`src/rtl/cnt_share_arbiter.sv`:
```
// Two-requester arbiter in front of one shared loadable counter: one command
// in flight at a time. Optional build macro: CNT_ARB_FIXED_PRIO_EN.
module cnt_share_arbiter #(
  parameter int WIDTH   = 8,
  parameter int RSP_LAT = 1
) (
  input  logic             clk,
  input  logic             rst,
  input  logic             req0_valid,
  input  logic             req0_op,
  input  logic [WIDTH-1:0] req0_data,
  output logic             req0_ready,
  input  logic             req1_valid,
  input  logic             req1_op,
  input  logic [WIDTH-1:0] req1_data,
  output logic             req1_ready,
  output logic             rsp0_valid,
  output logic             rsp1_valid,
  output logic [WIDTH-1:0] rsp_data,
  output logic             cnt_load_e,
  output logic             cnt_out_e,
  output logic [WIDTH-1:0] cnt_load_val,
  input  logic [WIDTH-1:0] cnt_out_data,
  output logic             busy,
  output logic [1:0]       dbg_state
);

  // Handshake: a command transfers on a cycle where reqN_valid && reqN_ready.
  // Ready is only offered in IDLE, to the granted requester, and never in reset.

  typedef enum logic [1:0] {
    IDLE  = 2'd0,
    ISSUE = 2'd1,
    WAIT  = 2'd2,
    RESP  = 2'd3
  } state_t;

  localparam logic [2:0] LAT = 3'(RSP_LAT);

  state_t           r_state;
  state_t           w_next_state;
  logic             r_op;
  logic             r_id;
  logic [WIDTH-1:0] r_data;
  logic [WIDTH-1:0] r_rsp_data;
  logic [WIDTH-1:0] r_load_val;
  logic [2:0]       r_wait_cnt;

  logic             w_grant_vld;
  logic             w_grant;
  logic             w_xfer;
  logic             w_xfer_op;
  logic [WIDTH-1:0] w_xfer_data;

`ifndef CNT_ARB_FIXED_PRIO_EN
  logic             r_last_grant;
`endif

  always_comb begin
    w_grant_vld = req0_valid | req1_valid;
    w_grant     = 1'b0;
`ifdef CNT_ARB_FIXED_PRIO_EN
    w_grant = !req0_valid;
`else
    // Under contention the requester not served last wins.
    if (req0_valid && req1_valid) begin
      w_grant = ~r_last_grant;
    end else begin
      w_grant = req1_valid;
    end
`endif
  end

  assign req0_ready  = (r_state == IDLE) && w_grant_vld && !w_grant && !rst;
  assign req1_ready  = (r_state == IDLE) && w_grant_vld &&  w_grant && !rst;
  assign w_xfer      = (req0_valid && req0_ready) || (req1_valid && req1_ready);
  assign w_xfer_op   = w_grant ? req1_op : req0_op;
  assign w_xfer_data = w_grant ? req1_data : req0_data;

  always_comb begin
    w_next_state = r_state;
    case (r_state)
      IDLE:    if (w_xfer) w_next_state = ISSUE;
      ISSUE:   w_next_state = r_op ? WAIT : RESP;
      WAIT:    if (r_wait_cnt == 3'd1) w_next_state = RESP;
      RESP:    w_next_state = IDLE;
      default: w_next_state = IDLE;
    endcase
  end

  assign cnt_load_e   = (r_state == ISSUE) && !r_op;
  assign cnt_out_e    = (r_state == ISSUE) &&  r_op;
  assign cnt_load_val = r_load_val;
  assign rsp0_valid   = (r_state == RESP) && !r_id;
  assign rsp1_valid   = (r_state == RESP) &&  r_id;
  assign rsp_data     = r_rsp_data;
  assign busy         = (r_state != IDLE);
  assign dbg_state    = r_state;

  always_ff @(posedge clk) begin
    if (rst) begin
      r_state    <= IDLE;
      r_op       <= 1'b0;
      r_id       <= 1'b0;
      r_data     <= '0;
      r_rsp_data <= '0;
      r_load_val <= '0;
      r_wait_cnt <= '0;
`ifndef CNT_ARB_FIXED_PRIO_EN
      r_last_grant <= 1'b1;
`endif
    end else begin
      r_state <= w_next_state;
      if (w_xfer) begin
        r_op   <= w_xfer_op;
        r_data <= w_xfer_data;
        r_id   <= w_grant;
`ifndef CNT_ARB_FIXED_PRIO_EN
        r_last_grant <= w_grant;
`endif
        // Load value is presented from the strobe cycle and held afterwards.
        if (!w_xfer_op) r_load_val <= w_xfer_data;
      end
      if (r_state == ISSUE) begin
        if (r_op) r_wait_cnt <= LAT;
        else      r_rsp_data <= r_data;
      end
      if (r_state == WAIT) begin
        r_wait_cnt <= r_wait_cnt - 3'd1;
        if (r_wait_cnt == 3'd1) r_rsp_data <= cnt_out_data;
      end
    end
  end

endmodule

```
`config.mk`:
```
export PLATFORM = sky130hd
export DESIGN_NAME = cnt_share_arbiter
export DESIGN_NICKNAME = d
export VERILOG_FILES = /design/src/rtl/cnt_share_arbiter.sv
export SDC_FILE = /design/constraint.sdc
export NUM_CORES = 1
export LEC_CHECK = 0
export CAP_MARGIN = 20
export CORE_MARGIN = 1
export CORE_UTILIZATION = 45
export DETAILED_ROUTE_END_ITERATION = 6
export HOLD_SLACK_MARGIN = 0.08
export PLACE_DENSITY = 0.77
export SYNTH_ARGS = -nofsm -noshare
export SYNTH_HDL_FRONTEND = slang
export SYNTH_SLANG_ARGS = --single-unit
```
`constraint.sdc`:
```
create_clock -name clk -period 1.7 [get_ports clk]
set_input_delay 0.17 -clock clk [delete_from_list [all_inputs] [get_ports clk]]
set_output_delay 0.17 -clock clk [all_outputs]
set_load 0.01 [all_outputs]
```
# Word-level counts from Yosys, hierarchy flattened
# Cells that the tools add are included.
[word_totals]
ff_bits = 32
wordCells = 56
[classes]
addsub = 1
eq_ne = 6
mux = 14
bitwise_logic = 3
n_reduce_logical = 24
[ops]
columns = ["op", "n"]
rows = [
  ["8-bit 2-to-1 mux", 5],
  ["1-bit logical AND", 12],
  ["3-bit 2-to-1 mux", 3],
  ["2-bit case mux with 4 select lines", 1],
  ["2-bit AND reduction", 3],
  ["2-bit nonzero test", 3],
  ["2-bit equality test, second input constant", 2],
  ["1-bit logical NOT", 4],
  ["2-bit 2-to-1 mux", 2],
  ["2-bit inequality test, second input constant", 2],
  ["3-bit by 1-bit equality test with 1-bit output, second input constant", 1],
  ["1-bit 2-to-1 mux", 3],
  ["3-bit by 1-bit subtractor with 3-bit output, second input constant", 1],
  ["2-bit by 1-bit equality test with 1-bit output, second input constant", 1],
  ["2-bit logical NOT", 1],
  ["1-bit NOT", 2],
  ["1-bit logical OR", 1],
  ["1-bit bitwise OR", 1],
]

# Longest topological paths before layout
[logic_depth]
depth_word = 9
ltp_mapped = 7

# Worst setup path after synthesis
# No wires, ideal clock.
[synth_timing]
kind = "reg2reg"
startpoint = "register r_state[0] (netlist: dbg_state[0])"
endpoint = "register r_rsp_data[6] (netlist: rsp_data[6])"
setup_ns = 0.086
arrival_ns = 1.484
required_time_ns = 1.614
path_slack_ns = 0.130
stages_incl_launch_ff = 7
period_less_slack_ns = 1.570
path_cell_list = "dfxtp_1 inv_1 ha_1 nand3b_1 clkbuf_1 nor2_1 a211oi_1"
[synth_via]
elab_chain_len = 4
[synth_lines]
columns = ["element", "line", "source"]
rows = [
  ["from (decl)", "40", "state_t r_state;"],
  ["from (signal assigned)", "113", "r_state <= w_next_state;"],
  ["2-bit by 1-bit equality test with 1-bit output", "124", "if (r_state == ISSUE) begin"],
  ["8-bit 2-to-1 mux", "124", ""],
  ["8-bit 2-to-1 mux", "130", "if (r_wait_cnt == 3'd1) r_rsp_data <= cnt_out_data;"],
  ["8-bit 2-to-1 mux (*)", "128", "if (r_state == WAIT) begin"],
  ["to (signal assigned)", "126", "else r_rsp_data <= r_data;"],
  ["to (signal assigned)", "130", ""],
  ["to (decl)", "45", "logic [WIDTH-1:0] r_rsp_data;"],
]
# Every way passes the cells marked *; elsewhere a longest branch is shown, timed or not.
# A chain may end at the register's enable or synchronous reset.

# Worst setup path in the final report
[layout_timing]
startpoint = "register r_state[1] (netlist: dbg_state[1])"
endpoint = "output port rsp1_valid"
[layout_via]
elab_chain_len = 2
[layout_lines]
columns = ["element", "line", "source"]
rows = [
  ["2-bit equality test", "95", "assign rsp1_valid = (r_state == RESP) && r_id;"],
  ["1-bit logical AND", "95", ""],
  ["to (decl)", "18", "output logic rsp1_valid,"],
]
# No other way between the ends.

==> impl_results.md <==
* CP Class: flip-flop to output port
* PnR worst setup slack at 0.1086 ns
* First-pass GRT wire length at 6672 microns
* Diodes inserted at 0
* Drt first pass iters at 4
* Reg clk slew, reported paths at 0.11 ns
* Cts bufs inserted at 5
* Crit share post-route at roughly 94%
* Slew Limit Fails at 0
* Clock Tree Buf Depth at 2
* Post-synth cell types at 32
* Die width at 62.29 microns
* Worst Path Max Fanout at 5
* Total Routed Length at 3784 microns
* Setup slack after placement at -0.05018 ns
* Via count at roughly 1500
* Post-Synthesis Cells at 192
* Worst hold start: cnt_out_data[7]
* Worst Setup Start Kind: flip-flop
* Most used DFF post-synth: dfxtp_1
* Most frequent cells in the layout: clkdlybuf4s50_1, nor2_1, dfxtp_1
* Worst hold path type: input port to flip-flop
* Worst setup EP type: output port
* Vias in the first global route at 1437
* # port buffers at 54
* Slew HR at 69.89%
* Hold Path Stages at 3
* Crit path DAT at 1.42 ns
* Die Y at 62.29 microns
* Final setup vio count at 0
* Via density per instance at slightly above 5
* Avg Synthesized Cell Area at 8.517 sq um
* Nets@finish at 291
* Worst Path Required at 1.53 ns
* Largest net degree at the start of global routing at 27
* Max Clock Skew at 0.01105 ns
* H-tree levels at 2
* Min cycle time layout at 1.591 ns
* Syn Std Cell Area at 1635 sq um
* Mapped Nets at between 200 and 250
* Worst R2R Setup Slack at 0.15 ns
* RePlAce Congestion at 0.7911
* Post-synth EDFFs at 0
* R2r endpoint: dbg_state[0]$_SDFFE_PP0P_
* Clk root buf: clkbuf_4
* Worst R2R Start: dbg_state[0]$_SDFFE_PP0P_
* Core ar. at between 3000 and 4000 sq um
* Post-CTS setup repair buffer count at 0
* Final std cells w/o fill at 301
* CTS tree: done
* Sequential fraction of the synthesis area at about two fifths
* Grt ovf at 0
* DR WL/cell at 12.57 microns
* FP Rows at 21
* Setup TNS at 0 ns
* # Max-Cap Violations at 0
* Cell count after placement at between 200 and 300
* Fraction of registers with async set/reset at 0%
* Initial antenna violation count at 0
* Proportion of layout cells with a drive suffix above 1 at between 10% and 20%
* Clk_lat worst skew at around 0.33 ns
* Starting DRT DRC Count at 45
* RSZ-0062 raised after global routing: no
* Die ar. at approximately 3900 sq um
* Static leakage at 1.007 nW
* DRC at 0
* Worst-Margin Slew at 0.4502 ns
* Fmax at 0.6284 GHz
* Total track usage at 21.57%
* #FFs+latches synth at 32
* Hold Violations, Final at 0
* Io pins at 55
* Sink Count at 32
* WHS Endpoint: rsp_data[7]$_SDFF_PP0_
* WHS at 0.4287 ns
* Area delta synth->final at 45.14%
* Pwr dens at 1300 nW/um^2
* Worst vdd ir at 843.5 uV
* Antenna viol nets, final at 0
* R2R depth at 6
* Initial Utilization at between 40 and 50%
* Hpwl dp at 2874 microns
* Status: completed
* Synth warn at 0
* Commonest non-fill, non-tap cell in the layout: clkdlybuf4s50_1
==> per-layer routing <==
| metal | wire, microns | track usage (%) |
|---|---|---|
| met1 | 1852 | 28.52 |
| met2 | 1749 | 34.07 |
| met3 | 138 | 5.699 |
| met4 | 43 | 6.977 |
| met5 | 0 | 0 |
==> kinds of logic after synthesis <==
| family | synth area share (%) |
|---|---|
| adders and majority gates | 5.356 |
| and+or+nand+nor | 22.80 |
| DFF | 39.17 |
| buffers and inverters | 5.661 |
| muxes | 6.121 |
| AOI/OAI and AO/OA | 20.89 |
==> layout make-up <==
cell class                      count  area [sq um]
Timing Repair Buffer               68         658.1
Clock inverter                      3         42.54
Inverter                            6         22.52
Multi-Input combinational cell    141         914.6
Sequential cell                    32         640.6
Tap cell                           46         57.56
Clock buffer                        5         37.54
Fill cell                         294          1042
==> metrics by stage <==
stage	cell area [sq um]	power, mW	utilization [%]
2_1_floorplan	1635	1.891	-
3_3_place_gp	2293	2.464	67.14
3_5_place_dp	2293	2.495	67.14
4_1_cts	2377	3.093	69.60
5_1_grt	2374	3.315	69.49
6_report	2374	3.087	69.49
==> synth_stat cells (3+ instances only) <==
cell type | count | share of area [%]
a211oi_1 | 9 | 4.1
a21oi_1 | 6 | 1.8
a311oi_1 | 8 | 4.3
buf_2 | 5 | 1.5
clkbuf_1 | 4 | 0.92
dfxtp_1 | 32 | 39
ha_1 | 7 | 5.4
inv_1 | 6 | 1.4
mux2i_1 | 10 | 6.1
nand2_1 | 20 | 4.6
nand2b_1 | 3 | 1.1
nor2_1 | 33 | 7.6
nor2b_1 | 3 | 1.1
nor3_1 | 17 | 5.2
o22a_1 | 5 | 2.7
o22a_2 | 3 | 1.8
==> registers in the layout (all words and copies together), names as in the netlist <==
| register | count |
|---|---|
| r_id | 1 |
| r_op | 1 |
| r_wait_cnt | 3 |
| r_last_grant | 1 |
| cnt_load_val | 8 |
| r_data | 8 |
| rsp_data | 8 |
| dbg_state | 2 |
==> critical path, cell delays in order (launching register included) <==
cell	delay [ns]
dfxtp_1	0.33
buf_4	0.15
ha_1	0.19
and2_1	0.15
dlygate4sd2_1	0.27
==> worst max-delay path by stage <==
stage	to	slack, ns	cells past startpoint	from
3_3_place_gp	cnt_load_val[2]$_SDFFE_PP0P_	-0.01	5	req1_valid
3_5_place_dp	req0_ready	-0.05	6	req1_valid
5_1_grt	rsp1_valid	0.02	4	dbg_state[1]$_SDFFE_PP0P_
2_1_floorplan	rsp_data[6]$_SDFF_PP0_	0.13	6	dbg_state[0]$_SDFFE_PP0P_
4_1_cts	req0_ready	0.05	5	dbg_state[0]$_SDFFE_PP0P_
6_report	rsp1_valid	0.11	4	dbg_state[1]$_SDFFE_PP0P_
==> power by group <==
group	internal, mW	switching (mW)
Clock	0.307	0.269
Sequential	0.944	0.115
Combinational	0.772	0.680
Total	2.02	1.06
==> what timing repair did <==
item	in CTS	in global routing
endpoints found under the setup margin	7	1
gates cloned	0	0
resized for setup	10	2
hold buffers	0	0
hold endpoints to repair	0	0
pin swaps	0	0
Power figures use the tool's default switching activity.
